### src/rtl/ai_dma_stream_loader_pkg.sv
`default_nettype none
// ============================================================================
//  Module      : ai_dma_pkg
//  Description : Shared types and helpers for the speech-pipeline DMA
//                stream loader. Holds the FSM state encoding, memory word
//                geometry and the sample-window shift clamp.
//  Revision    : 1.0  initial release
// ============================================================================
package ai_dma_pkg;

    localparam int unsigned c_BYTES_PER_WORD = 4;
    localparam int unsigned c_HALF_W         = 16;

    typedef enum logic [2:0] {
        ST_IDLE = 3'd0,
        ST_REQ  = 3'd1,
        ST_WAIT = 3'd2,
        ST_SEND = 3'd3,
        ST_DONE = 3'd4
    } state_t;

    // Keeps the extracted window inside its 16-bit half: s = min(shift, 16 - sample_w)
    function automatic logic [4:0] clamp_shift(input logic [3:0] shift,
                                               input int unsigned sample_w);
        logic [4:0] w_max;
        w_max = 5'(c_HALF_W - sample_w);
        return ({1'b0, shift} > w_max) ? w_max : {1'b0, shift};
    endfunction

endpackage
`default_nettype wire

### src/rtl/ai_dma_stream_loader_beat_packer.sv
`default_nettype none
// ============================================================================
//  Module      : ai_dma_beat_packer
//  Description : Lane register bank for one stream beat. Each captured
//                memory word contributes two sample windows (low half to the
//                even lane, high half to the odd lane). Lanes are zeroed on
//                clear so a short final beat carries zeros in unused lanes.
//  Revision    : 1.0  initial release
// ============================================================================
module ai_dma_beat_packer
    import ai_dma_pkg::*;
#(
    parameter  int unsigned SAMPLE_W       = 8,
    parameter  int unsigned WORDS_PER_BEAT = 2,
    localparam int unsigned BEAT_W         = WORDS_PER_BEAT * 2 * SAMPLE_W
)(
    input  logic              clk,
    input  logic              rst,
    input  logic              clear,
    input  logic              capture,
    input  logic [1:0]        index,
    input  logic [3:0]        shift,
    input  logic [31:0]       word,
    output logic [BEAT_W-1:0] beat
);

    localparam int unsigned c_LANES = 2 * WORDS_PER_BEAT;

    logic [SAMPLE_W-1:0] r_lane [c_LANES];
    logic [4:0]          w_s;
    logic [15:0]         w_lo;
    logic [15:0]         w_hi;

    assign w_s  = clamp_shift(shift, SAMPLE_W);
    assign w_lo = word[15:0]  >> w_s;
    assign w_hi = word[31:16] >> w_s;

    // Lane bank: clear has priority, otherwise write the word's lane pair at index
    always_ff @(posedge clk) begin
        if (rst || clear) begin
            for (int i = 0; i < c_LANES; i++) begin
                r_lane[i] <= '0;
            end
        end else if (capture) begin
            for (int i = 0; i < WORDS_PER_BEAT; i++) begin
                if (index == 2'(i)) begin
                    r_lane[2*i]   <= w_lo[SAMPLE_W-1:0];
                    r_lane[2*i+1] <= w_hi[SAMPLE_W-1:0];
                end
            end
        end
    end

    generate
        for (genvar g = 0; g < c_LANES; g++) begin : g_pack
            assign beat[g*SAMPLE_W +: SAMPLE_W] = r_lane[g];
        end
    endgenerate

endmodule
`default_nettype wire

### src/rtl/ai_dma_stream_loader.sv
`default_nettype none
// ============================================================================
//  Module      : ai_dma_stream_loader
//  Description : Reads two-sample words from a memory ring buffer, packs the
//                sample windows into Avalon-ST beats, frames one packet per
//                start request and pulses irq when the packet completes.
//  Revision    : 1.0  initial release
// ============================================================================
module ai_dma_stream_loader
    import ai_dma_pkg::*;
#(
    parameter  int unsigned ADDR_W         = 32,
    parameter  int unsigned SAMPLE_W       = 8,
    parameter  int unsigned WORDS_PER_BEAT = 2,
    parameter  int unsigned LEN_W          = 16,
    localparam int unsigned BEAT_W         = WORDS_PER_BEAT * 2 * SAMPLE_W
)(
    input  logic              clk,
    input  logic              rst,
    input  logic              start,
    input  logic              abort,
    input  logic [3:0]        cfg_shift,
    input  logic [ADDR_W-1:0] start_addr_read,
    input  logic [ADDR_W-1:0] start_addr_block,
    input  logic [ADDR_W-1:0] stop_addr_block,
    input  logic [LEN_W-1:0]  data_len,
    output logic              busy,
    output logic              irq,
    output logic              avs_m1_valid,
    output logic              avs_m1_startofpacket,
    output logic              avs_m1_endofpacket,
    output logic [BEAT_W-1:0] avs_m1_data,
    input  logic              avs_m1_ready,
    output logic [ADDR_W-1:0] dma1_addr,
    output logic              dma1_read,
    input  logic [31:0]       dma1_readdata,
    input  logic              dma1_rdy
);

    // staged inputs
    logic              r_start, r_abort;
    logic [3:0]        r_cfg_shift;
    logic [ADDR_W-1:0] r_start_addr_read, r_start_addr_block, r_stop_addr_block;
    logic [LEN_W-1:0]  r_data_len;

    // working registers
    state_t            r_state;
    logic [ADDR_W-1:0] r_addr, r_block, r_stop;
    logic [LEN_W-1:0]  r_len;
    logic [3:0]        r_shift;
    logic [LEN_W:0]    r_count;       // one extra bit so count+4 never wraps
    logic [1:0]        r_index;
    logic              r_sop, r_abort_pend;
    logic              r_busy, r_irq, r_read, r_valid;

    logic [LEN_W:0]    w_count_inc;
    logic              w_last_word, w_eop, w_abort_any, w_clear, w_capture;
    logic [BEAT_W-1:0] w_beat;

    assign w_count_inc = r_count + (LEN_W+1)'(c_BYTES_PER_WORD);
    assign w_last_word = (w_count_inc >= {1'b0, r_len});
    assign w_eop       = (r_count >= {1'b0, r_len});
    assign w_abort_any = r_abort || r_abort_pend;
    assign w_clear     = ((r_state == ST_IDLE) && r_start) ||
                         ((r_state == ST_SEND) && avs_m1_ready && !r_abort);
    assign w_capture   = (r_state == ST_WAIT) && dma1_rdy && !w_abort_any;

    // One register stage on every control and configuration input
    always_ff @(posedge clk) begin
        if (rst) begin
            r_start            <= 1'b0;
            r_abort            <= 1'b0;
            r_cfg_shift        <= '0;
            r_start_addr_read  <= '0;
            r_start_addr_block <= '0;
            r_stop_addr_block  <= '0;
            r_data_len         <= '0;
        end else begin
            r_start            <= start;
            r_abort            <= abort;
            r_cfg_shift        <= cfg_shift;
            r_start_addr_read  <= start_addr_read;
            r_start_addr_block <= start_addr_block;
            r_stop_addr_block  <= stop_addr_block;
            r_data_len         <= data_len;
        end
    end

    // Packet sequencer: outputs are registered and set on the transition into a state
    always_ff @(posedge clk) begin
        if (rst) begin
            r_state      <= ST_IDLE;
            r_addr       <= '0;
            r_block      <= '0;
            r_stop       <= '0;
            r_len        <= '0;
            r_shift      <= '0;
            r_count      <= '0;
            r_index      <= '0;
            r_sop        <= 1'b0;
            r_abort_pend <= 1'b0;
            r_busy       <= 1'b0;
            r_irq        <= 1'b0;
            r_read       <= 1'b0;
            r_valid      <= 1'b0;
        end else begin
            r_read <= 1'b0;
            r_irq  <= 1'b0;
            case (r_state)
                ST_IDLE: begin
                    if (r_start) begin
                        r_addr       <= r_start_addr_read;
                        r_block      <= r_start_addr_block;
                        r_stop       <= r_stop_addr_block;
                        r_len        <= r_data_len;
                        r_shift      <= r_cfg_shift;
                        r_count      <= '0;
                        r_index      <= '0;
                        r_sop        <= 1'b1;
                        r_abort_pend <= 1'b0;
                        r_busy       <= 1'b1;
                        if (r_data_len == '0) begin
                            r_state <= ST_DONE;
                            r_irq   <= 1'b1;
                        end else begin
                            r_state <= ST_REQ;
                            r_read  <= 1'b1;
                        end
                    end
                end
                ST_REQ: begin
                    if (r_abort) begin
                        r_state <= ST_IDLE;
                        r_busy  <= 1'b0;
                    end else begin
                        r_state <= ST_WAIT;
                    end
                end
                ST_WAIT: begin
                    // an outstanding read must complete before an abort can take effect
                    if (dma1_rdy) begin
                        if (w_abort_any) begin
                            r_state      <= ST_IDLE;
                            r_busy       <= 1'b0;
                            r_abort_pend <= 1'b0;
                        end else begin
                            r_count <= w_count_inc;
                            r_addr  <= (r_addr == r_stop) ? r_block
                                                          : r_addr + ADDR_W'(c_BYTES_PER_WORD);
                            if ((r_index == 2'(WORDS_PER_BEAT-1)) || w_last_word) begin
                                r_state <= ST_SEND;
                                r_valid <= 1'b1;
                            end else begin
                                r_index <= r_index + 2'd1;
                                r_state <= ST_REQ;
                                r_read  <= 1'b1;
                            end
                        end
                    end else if (r_abort) begin
                        r_abort_pend <= 1'b1;
                    end
                end
                ST_SEND: begin
                    if (r_abort) begin
                        r_state <= ST_IDLE;
                        r_valid <= 1'b0;
                        r_busy  <= 1'b0;
                    end else if (avs_m1_ready) begin
                        r_valid <= 1'b0;
                        r_sop   <= 1'b0;
                        r_index <= '0;
                        if (w_eop) begin
                            r_state <= ST_DONE;
                            r_irq   <= 1'b1;
                        end else begin
                            r_state <= ST_REQ;
                            r_read  <= 1'b1;
                        end
                    end
                end
                ST_DONE: begin
                    r_state <= ST_IDLE;
                    r_busy  <= 1'b0;
                end
                default: begin
                    r_state <= ST_IDLE;
                    r_busy  <= 1'b0;
                    r_valid <= 1'b0;
                end
            endcase
        end
    end

    ai_dma_beat_packer #(
        .SAMPLE_W       (SAMPLE_W),
        .WORDS_PER_BEAT (WORDS_PER_BEAT)
    ) u_packer (
        .clk     (clk),
        .rst     (rst),
        .clear   (w_clear),
        .capture (w_capture),
        .index   (r_index),
        .shift   (r_shift),
        .word    (dma1_readdata),
        .beat    (w_beat)
    );

    assign busy                 = r_busy;
    assign irq                  = r_irq;
    assign dma1_read            = r_read;
    assign dma1_addr            = r_read ? r_addr : '0;
    assign avs_m1_valid         = r_valid;
    assign avs_m1_startofpacket = r_valid & r_sop;
    assign avs_m1_endofpacket   = r_valid & w_eop;
    assign avs_m1_data          = r_valid ? w_beat : '0;

endmodule
`default_nettype wire

### config.mk
export PLATFORM = sky130hd
export DESIGN_NAME = ai_dma_stream_loader
export DESIGN_NICKNAME = d
export VERILOG_FILES = /design/src/rtl/ai_dma_stream_loader_pkg.sv /design/src/rtl/ai_dma_stream_loader_beat_packer.sv /design/src/rtl/ai_dma_stream_loader.sv
export SDC_FILE = /design/constraint.sdc
export NUM_CORES = 1
export LEC_CHECK = 0
export BUFFER_PORTS_ARGS = -buffer_cell sky130_fd_sc_hd__buf_2
export CORE_ASPECT_RATIO = 1.5
export CORE_MARGIN = 10
export CORE_UTILIZATION = 60
export DETAILED_ROUTE_END_ITERATION = 12
export PLACE_DENSITY = 0.91
export SLEW_MARGIN = 20
export SYNTH_ARGS = -nofsm -noshare
export SYNTH_HDL_FRONTEND = slang
export SYNTH_SLANG_ARGS = --single-unit
### constraint.sdc
create_clock -name clk -period 7.4 [get_ports clk]
set_input_delay 0.37 -clock clk [delete_from_list [all_inputs] [get_ports clk]]
set_output_delay 0.37 -clock clk [all_outputs]
set_load 0.005 [all_outputs]
==> reports/qor.yml <==
worst_hold_path:
  holdPathEnd: "r_data_len[5]$_SDFF_PP0_"
  hp-class: "input port to flip-flop"
  holdCritStartpoint: "data_len[5]"
  holdPathStages: 2
synthesis:
  synth_area_leaders: "dfxtp_1 39%, edfxtp_1 7.2%, nand2_1 6.9%, nor2b_1 6.4%, a21oi_1 5.4%"
  syn_avg_cell_area_um2: 8.89
  yosysTopAreaCell: "dfxtp_1"
  synth_seq_cells: 292
  syn-num-nets: 1684
  synth_seq_area_share: 0.463
  yosys_warnings: 0
  async_reset_ff_frac: 0
  synth_area_um2: 13300
  ys.flop_type: "dfxtp_1"
  synth.distinct_cells: 67
  synth_commonest_cells: "260 x dfxtp_1, 244 x nand2_1, 144 x a21oi_1"
  synth_cells: 1498
  yosysTopAreaCellShare: 0.391
  synth_edf_count: 32
  synth.most_common_cell: "dfxtp_1"
layout:
  post-route-util: 0.706
  area_growth_syn_to_layout_pct: 15.6
  post_route_cells_drive_above_1_share: 0.190
  finalNetCount: 1844
drt:
  drtAntennaViolNets: 0
  finalWirelength_mm: 37.0
  drt-pass1-iter-count: 5
  drtIter0Drc: 1045
  vias: 11400
  vias_per_cell: 5.85
  drc: 0
  wire_per_inst_um: 18.9
die:
  chipWidth_um: 142
  initial_core_util: 0.611
  dieArea_um2: 28700
  core-area_um2: 21800
  die_h_um: 203
  fp-row-count: 66
  io_pins: 224
timing:
  tightest_slew_ns: 1.08
  clock_skew_ns: 0.0113
  tns_ns: 0
  timing.final.setup_violations: 0
  fin_crit_sh: 0.520
  period_minus_slack_ns: 3.85
  fmax_mhz: 260
  slew_violations: 0
  grt_setup_unrepaired: "no"
  relSlewSlack: 0.278
  hold_viol_final: 0
clocking:
  ctsHtreeMaxLevel: 1
  cts_num_sinks: 292
  cts_setup_buffers: 0
  postCtsResizedCells: 0
  cts_root_buf: "clkbuf_16"
  clk_latency_ns: 0.53
  cts_made_buffers: 26
  hold_buffers: 0
  clk_transition_reported_paths_ns: 0.07
  cts_buffer_depth: 3
  cts_tree: "done"
critical_path:
  r2r_slack_ns: 3.55
  worstRegToRegCells: 6
  worstReg2RegStart: "r_state[1]$_SDFFE_PP0P_"
  cp-end-kind: "flip-flop"
  crit_type: "flip-flop to flip-flop"
  cp.required_ns: 7.56
  start_kind: "flip-flop"
  critical-path-slowest-cell: "dfxtp_1"
  crit_chain: "inv_1 > nor3_2 > buf_4 > and3_1 > nand2_1 > nand2_1"
  crit_fanout: 31
  cp_common_cell: "nand2_1"
  worstPathArrival_ns: 4.01
  max_stage_delay_ns: 0.79
  r2r_end: "u_packer.r_lane[1][7]$_SDFFCE_PN0P_"
place:
  hpwl_mm: 26.1
  port-buffer-count: 223
  gp_congestion: 1.00
power:
  total_leakage_power_nw: 6.25
  ir_drop_mv: 0.163
  power_density_nw_per_um2: 231
global_routing:
  grt_pass1_vias: 11500
  grt_start_max_net_pins: 146
  antenna_found_initial: 1
  overflow: 0
  track_usage: 0.247
  grt_pass1_wl_mm: 58.5
status:
  status: "finished, final reports clean"
flow_run:
  cap_violations: 0
## layer usage
| metal | routed length, um | up-vias | track usage |
|---|---|---|---|
| met2 | 18700 | 531 | 0.437 |
| met4 | 2470 | 0 | 0.152 |
| met5 | 0 | - | 0 |
| met3 | 2740 | 145 | 0.0486 |
| li1 | - | 5440 | - |
| met1 | 13100 | 5308 | 0.263 |
## registers in the layout, summed over array words and instances (netlist names), 2 cells and up
name and flops:
r_addr 32, r_block 32, r_start_addr_block 32, r_start_addr_read 32
r_stop 32, r_stop_addr_block 32, u_packer.r_lane 32, r_data_len 16
r_len 16, r_count 15, r_cfg_shift 4, r_shift 4
r_state 3, r_index 2
## area by class of cell
cell class,count,area (um2)
Multi-Input combinational cell,1075,6630
Fill cell,1611,6400
Sequential cell,292,6170
Timing Repair Buffer,233,1220
Clock buffer,33,728
Tap cell,272,340
Clock inverter,14,196
Inverter,30,113
Antenna cell,4,10.0
## placed cells by master, fill, tap and decap left out, types with 9 or more instances in the layout
cell	instances
a211oi_1	26
a21oi_1	144
a22oi_1	9
a311oi_1	14
and2_1	101
and3_1	23
buf_2	222
buf_4	9
clkbuf_16	27
dfxtp_1	260
edfxtp_1	32
ha_1	32
inv_1	30
mux2_2	11
mux2i_1	31
mux4_2	9
nand2_1	242
nand3_1	28
nand4_1	16
nor2_1	59
nor2b_1	135
nor3_1	20
o21ai_0	27
o22ai_1	12
xnor2_1	44
xor2_1	10
## worst max-delay path by stage
stage	slack, ns	start	to	cells past startpoint
floorplan	4.51	r_count[4]$_SDFFE_PP0P_	dma1_read$_SDFF_PP0_	13
global placement	3.70	r_state[1]$_SDFFE_PP0P_	r_count[11]$_SDFFE_PP0P_	7
detailed placement	3.53	r_state[1]$_SDFFE_PP0P_	r_count[11]$_SDFFE_PP0P_	7
CTS	3.47	r_state[1]$_SDFFE_PP0P_	r_count[4]$_SDFFE_PP0P_	7
global route	3.32	r_state[1]$_SDFFE_PP0P_	r_addr[10]$_SDFFE_PP0P_	9
finish	3.55	r_state[1]$_SDFFE_PP0P_	u_packer.r_lane[1][7]$_SDFFCE_PN0P_	6
## logic make-up (layout without fill, tap and decap cells)
logic type,count (synthesis),in the layout,synth area share
compound gates,276,276,0.128
buf+inv,131,310,0.0404
mux,55,55,0.0517
other cells,0,4,0
simple gates,656,656,0.249
xor+xnor,56,56,0.0379
flops,292,292,0.463
fa+ha+maj,32,32,0.0300
## metrics by stage
| stage | power [mW] | hold WS, ns | worst slack [ns] | cells | cell area (um2) |
|---|---|---|---|---|---|
| floorplan | 2.01 | 0.417 | 4.51 | 1498 | 13300 |
| global placement | 2.13 | 0.423 | 3.70 | 1901 | 14400 |
| detailed placement | 2.15 | 0.426 | 3.53 | 1901 | 14400 |
| CTS | 3.56 | 0.0376 | 3.47 | 1948 | 15400 |
| global route | 3.68 | 0.0344 | 3.32 | 1950 | 15400 |
| finish | 3.56 | 0.0440 | 3.55 | 1953 | 15400 |
## critical path: cells and delay by family, from the launching register on
family	cells	cell delay, ns
flops	1	0.79
simple gates	4	1.66
buf+inv	2	1.01
## report_power, final
part           leakage (nW)  internal (mW)  switching, mW
Clock                 0.451          0.842          0.591
Combinational          3.32          0.160          0.224
Sequential             2.47           1.68         0.0685
No activity file was read; power rests on OpenSTA's default activity.
